`config.mk`:
```
export PLATFORM = sky130hd
export DESIGN_NAME = reset_sequencer
export DESIGN_NICKNAME = d
export VERILOG_FILES = /design/src/rtl/reset_sequencer.sv
export SDC_FILE = /design/constraint.sdc
export NUM_CORES = 1
export LEC_CHECK = 0
export ABC_AREA = 0
export CAP_MARGIN = 30
export CORE_ASPECT_RATIO = 0.6
export CORE_MARGIN = 1
export CORE_UTILIZATION = 35
export DETAILED_ROUTE_END_ITERATION = 6
export MAX_ROUTING_LAYER = met4
export PLACE_DENSITY = 0.49
export SETUP_SLACK_MARGIN = 0.2
export SLEW_MARGIN = 30
export SYNTH_ARGS = -nofsm -noshare
export SYNTH_HDL_FRONTEND = slang
export SYNTH_SLANG_ARGS = --single-unit
```
`constraint.sdc`:
```
create_clock -name clk_i -period 4.5 [get_ports clk_i]
set_input_delay 0.675 -clock clk_i [delete_from_list [all_inputs] [get_ports clk_i]]
set_output_delay 0.675 -clock clk_i [all_outputs]
set_load 0.01 [all_outputs]
```
`src/rtl/reset_sequencer.sv`:
```
// Turns the raw board button into a clean system reset: synchronise, debounce,
// then hold sys_resetn low through power-on and for a fixed stretch after each release.
module reset_sequencer #(
  parameter int DEBOUNCE_CYCLES = 1000,
  parameter int HOLD_CYCLES     = 64,
  parameter bit BTN_ACTIVE_HIGH = 1'b1
) (
  input  logic clk_i,
  input  logic resetn_i,
  input  logic btn_i,
  output logic sys_resetn_o,
  output logic btn_level_o,
  output logic btn_rise_o,
  output logic busy_o
);

  localparam int DW = $clog2(DEBOUNCE_CYCLES + 1);
  localparam int HW = $clog2(HOLD_CYCLES + 1);
  localparam logic [DW-1:0] DebLast = DW'(DEBOUNCE_CYCLES - 1);
  localparam logic [HW-1:0] HoldMax = HW'(HOLD_CYCLES);

  typedef enum logic [1:0] {
    POR_HOLD,
    RUN,
    BTN_HELD,
    STRETCH
  } state_e;

  logic          pinNorm;
  logic          s1_q, s2_q;
  logic [DW-1:0] debCnt_q, debCnt_d;
  logic          level_q, level_d;
  logic          rise_q;
  logic [HW-1:0] holdCnt_q, holdInc;
  state_e        state_q;
  logic          sysResetn_q;

  assign pinNorm = BTN_ACTIVE_HIGH ? btn_i : ~btn_i;

  // Any sample that agrees with the accepted level restarts the stability count.
  always_comb begin
    debCnt_d = debCnt_q;
    level_d  = level_q;
    if (s2_q == level_q) begin
      debCnt_d = '0;
    end else if (debCnt_q == DebLast) begin
      level_d  = s2_q;
      debCnt_d = '0;
    end else begin
      debCnt_d = debCnt_q + DW'(1);
    end
  end

  always_ff @(posedge clk_i or negedge resetn_i) begin
    if (!resetn_i) begin
      s1_q     <= 1'b0;
      s2_q     <= 1'b0;
      debCnt_q <= '0;
      level_q  <= 1'b0;
      rise_q   <= 1'b0;
    end else begin
      s1_q     <= pinNorm;
      s2_q     <= s1_q;
      debCnt_q <= debCnt_d;
      level_q  <= level_d;
      rise_q   <= level_d & ~level_q;
    end
  end

  assign holdInc = (holdCnt_q == HoldMax) ? holdCnt_q : holdCnt_q + HW'(1);

  // A held button always wins over a completing hold count.
  always_ff @(posedge clk_i or negedge resetn_i) begin
    if (!resetn_i) begin
      state_q     <= POR_HOLD;
      holdCnt_q   <= '0;
      sysResetn_q <= 1'b0;
    end else begin
      case (state_q)
        POR_HOLD, STRETCH: begin
          holdCnt_q <= holdInc;
          if (level_q) begin
            state_q     <= BTN_HELD;
            sysResetn_q <= 1'b0;
          end else if (holdInc == HoldMax) begin
            state_q     <= RUN;
            sysResetn_q <= 1'b1;
          end
        end
        RUN: begin
          if (level_q) begin
            state_q     <= BTN_HELD;
            sysResetn_q <= 1'b0;
          end
        end
        BTN_HELD: begin
          if (!level_q) begin
            state_q   <= STRETCH;
            holdCnt_q <= '0;
          end
        end
        default: begin
          state_q     <= POR_HOLD;
          holdCnt_q   <= '0;
          sysResetn_q <= 1'b0;
        end
      endcase
    end
  end

  assign sys_resetn_o = sysResetn_q;
  assign btn_level_o  = level_q;
  assign btn_rise_o   = rise_q;
  assign busy_o       = (state_q != RUN);

endmodule

```
==> flow_summary.rst <==
.. list-table::
   :header-rows: 1

   * - Metric
     - Value
   * - Status
     - complete, no violations
   * - Pin count of the biggest net entering global routing
     - 25
   * - Register-to-register setup slack
     - 2.22 ns
   * - Fraction of synthesized cell area taken by the top area cell type
     - 46.2%
   * - Area added between synthesis and finish
     - 10.5%
   * - Total of hold buffers inserted after clock tree synthesis
     - 0
   * - Basic-gate share of the synthesized area counting and, or, nand and nor cells
     - 22.4%
   * - Post-synthesis area per instance
     - 9.55 um^2
   * - Post-synth EDFFs
     - 0
   * - Number of synthesized register bits
     - 24
   * - Global-route wire length before repair
     - 4520 um
   * - Combinational family with the most area after synthesis
     - simple AND/OR/NAND/NOR gates
   * - Post-synthesis instance total
     - 136
   * - Leading cell types in the layout, fill and taps excluded
     - dfrtp_1, nor2_1, nand2_1, inv_1
   * - Number of detailed-routing iterations run before antenna repair
     - 4
   * - Worst setup slack after placement
     - 2.29 ns
   * - Vias per std cell
     - 5.06
   * - Placer's final routability congestion estimate
     - 0.833
   * - DRT Wirelength
     - 2570 um
   * - Most common library cell in the layout ignoring fill and taps
     - dfrtp_1
   * - Sum of overflow across all layers after global routing
     - 0
   * - Net Sw Frac
     - 20.4%
   * - Source-to-sink clock delay at the later pin of the worst-skew pair
     - 0.26 ns
   * - Final period demand of the worst path
     - 2.28 ns
   * - Worst setup path category
     - flop to flop
   * - Global Route Usage Sum
     - 15.5%
   * - Final Slew Violations
     - 0
   * - Primary FF master, synth
     - dfrtp_1
   * - Clock tree from TritonCTS
     - built
   * - Setup violations, final
     - 0
   * - Cell type with the highest aggregate area in the netlist
     - dfrtp_1
   * - Xor and xnor area share after synthesis
     - 7.42%
   * - Final clock skew
     - 0.00253 ns
   * - Iteration-0 DRC count of the detailed router
     - 61
   * - Share of synthesized registers carrying an async set or reset
     - 100%
   * - Hold-critical path endpoint
     - s2_q
   * - Total half-perimeter wirelength after legalization and detailed placement
     - 1890 um
   * - Achievable clock frequency
     - 439 MHz
   * - Total of warnings raised by yosys
     - 0
   * - Min-Delay Path Depth
     - 0
   * - Crit end category
     - flop
   * - I/O Buffers
     - 6
   * - Internal
     - 282 uW
   * - Post-synthesis sequential area ratio
     - 46.2%
   * - Hold wc startpoint
     - s1_q
   * - Standard-cell row count
     - 16
   * - Net count after synthesis
     - 144
   * - P_sw
     - 72.1 uW
   * - Setup repair after global routing missed its margin
     - no
   * - I/O pin total
     - 7
   * - Final count of hold timing violations
     - 0
   * - Syn Std Cell Area
     - 1300 um^2
   * - Launching element type of the critical path
     - flop
   * - Antenna diode count
     - 0
   * - Hold Path Class
     - flop to flop
   * - Deepest clock path buffer count
     - 2
   * - Clock buffers created by TritonCTS
     - 3
   * - Number of nets in the finished design
     - 151
   * - Final TNS setup
     - 0 ns
   * - Core Footprint
     - 3400 um^2
   * - Remaining routing DRC violations
     - 0
   * - Number of unique standard cell types used by synthesis
     - 35
   * - Number of antenna violations at the first check in global routing
     - 0
   * - Critical register-to-register path startpoint
     - holdCnt_q[0]
   * - Die X-Extent
     - 80.6 um
   * - DR vias
     - 942
   * - Max IR drop VDD
     - 0.140 mV
   * - Clock-pin transition on the worst setup and hold timing paths
     - 0.08 ns
   * - Worst setup slack after layout
     - 2.22 ns
   * - Fraction of the mapped netlist area in adder cells
     - 4.82%
   * - Core occupancy in the finished layout
     - 42.2%
   * - Cell types occupying the most area after synthesis
     - dfrtp_1, nor2_1, ha_1, xnor2_1, nand2_1
   * - Reg-to-reg critical path endpoint
     - state_q[0]
   * - Reg2Reg Depth
     - 7
   * - Resized Gates After CTS
     - 0
   * - Clock H-tree levels
     - 1
   * - Initial core utilization
     - 38.2%
   * - PD cells
     - 247 nW/um^2
   * - Proportion of layout cells with a drive suffix above 1
     - 7.80%
   * - Antenna-violating nets left
     - 0
   * - MaxCap Viol Count
     - 0
   * - Critical path required time
     - 4.70 ns
   * - Comb power frac
     - 3.1%
   * - Proportion of power drawn by the clock network
     - 34.6%
   * - Post-synthesis mux area share
     - 1.73%
   * - Number of global-route vias before repair
     - 917
   * - Average detailed-routed wire length per instance
     - 13.8 um
   * - Worst slew margin
     - 59.0%
   * - Least-Margin Pin Slew
     - 0.611 ns
   * - Postcts setup bufs
     - 0
   * - Die Footprint
     - 3970 um^2
   * - Worst setup path startpoint
     - holdCnt_q[0]
   * - Leakage power total
     - 0.610 nW
   * - Complex-gate fraction of the synthesized area
     - 13.8%
   * - Root buffer selected by CTS
     - clkbuf_8
   * - Peak fanout along the critical path
     - 6
   * - Number of clock sinks
     - 24
   * - Overall die height
     - 49.2 um
   * - Sequential power share
     - 62.3%
   * - Arrival time worst endpoint
     - 2.48 ns
   * - Final Cycle Share
     - 50.6%
flip-flops by register name (all words and copies together) (netlist names):
signal        count
sys_resetn_o      1
debCnt_q         10
btn_level_o       1
s1_q              1
s2_q              1
holdCnt_q         7
state_q           2
btn_rise_o        1
power groups by stage:
stage / clock network [mW] / logic, mW / registers (mW)
6_report: 0.122 / 0.0109 / 0.221
2_1_floorplan: 0 / 0.00469 / 0.224
3_3_place_gp: 0 / 0.0118 / 0.225
5_1_grt: 0.141 / 0.0135 / 0.221
4_1_cts: 0.131 / 0.0116 / 0.221
3_5_place_dp: 0 / 0.0115 / 0.225
cell type report:
cell class / instances / area (um^2)
fillers: 347 / 1970
flip-flops and latches: 24 / 601
multi-input cells: 100 / 652
well taps: 45 / 56.3
repair buffers: 6 / 55.1
inverters: 8 / 30.0
clock buffers: 3 / 41.3
kinds of logic (layout without fill, tap and decap cells):
kind of cell / after synthesis / after routing
adder cells (fa/ha/maj): 5 / 5
AO/OA/AOI/OAI: 24 / 24
multiplexers: 2 / 2
XOR/XNOR: 11 / 11
buffers and inverters: 12 / 17
AND/OR/NAND/NOR: 58 / 58
flip-flops: 24 / 24
worst max-delay path: stages, from the launching register on:
cell       delay [ns]
dfrtp_1          0.45
inv_1            0.11
ha_1             0.16
nand4bb_1        0.14
nor3_1           0.50
nand2_1          0.19
a2111oi_4        0.43
o221a_1          0.23
worst max-delay path by stage:
stage               slack, ns  depth (start not counted)         end
global placement         2.47                          7  state_q[0]
CTS                      2.25                          7  state_q[0]
floorplan                2.55                          7  state_q[0]
detailed placement       2.29                          7  state_q[0]
finish                   2.22                          7  state_q[0]
global route             2.02                          7  state_q[0]
per-layer routing:
layer / vias up / GRT usage [%] / wire (um)
met2: 26 / 18.5 / 920
met1: 438 / 24.9 / 1500
li1: 476 / - / -
met3: 2 / 4.11 / 126
met4: 0 / 3.27 / 15
met5: - / - / 0
synth_stat cells, types with 3 or more instances:
cell type / number
nand2_1: 13
xnor2_1: 7
clkbuf_1: 3
a21boi_0: 3
o21ai_0: 7
nor3_1: 5
xor2_1: 4
nand3_1: 6
a21oi_1: 4
inv_1: 8
nor2_1: 17
ha_1: 5
dfrtp_1: 24
nand2b_1: 4
metrics by stage:
| stage | hold slack [ns] | power (mW) | std cells | instance area, um^2 |
|---|---|---|---|---|
| finish | 0.364 | 0.354 | 186 | 1440 |
| global placement | 0.339 | 0.237 | 183 | 1400 |
| floorplan | 0.331 | 0.229 | 136 | 1300 |
| global route | 0.384 | 0.375 | 186 | 1440 |
| CTS | 0.369 | 0.363 | 186 | 1440 |
| detailed placement | 0.350 | 0.236 | 183 | 1390 |
(Power assumes the default switching activity.)
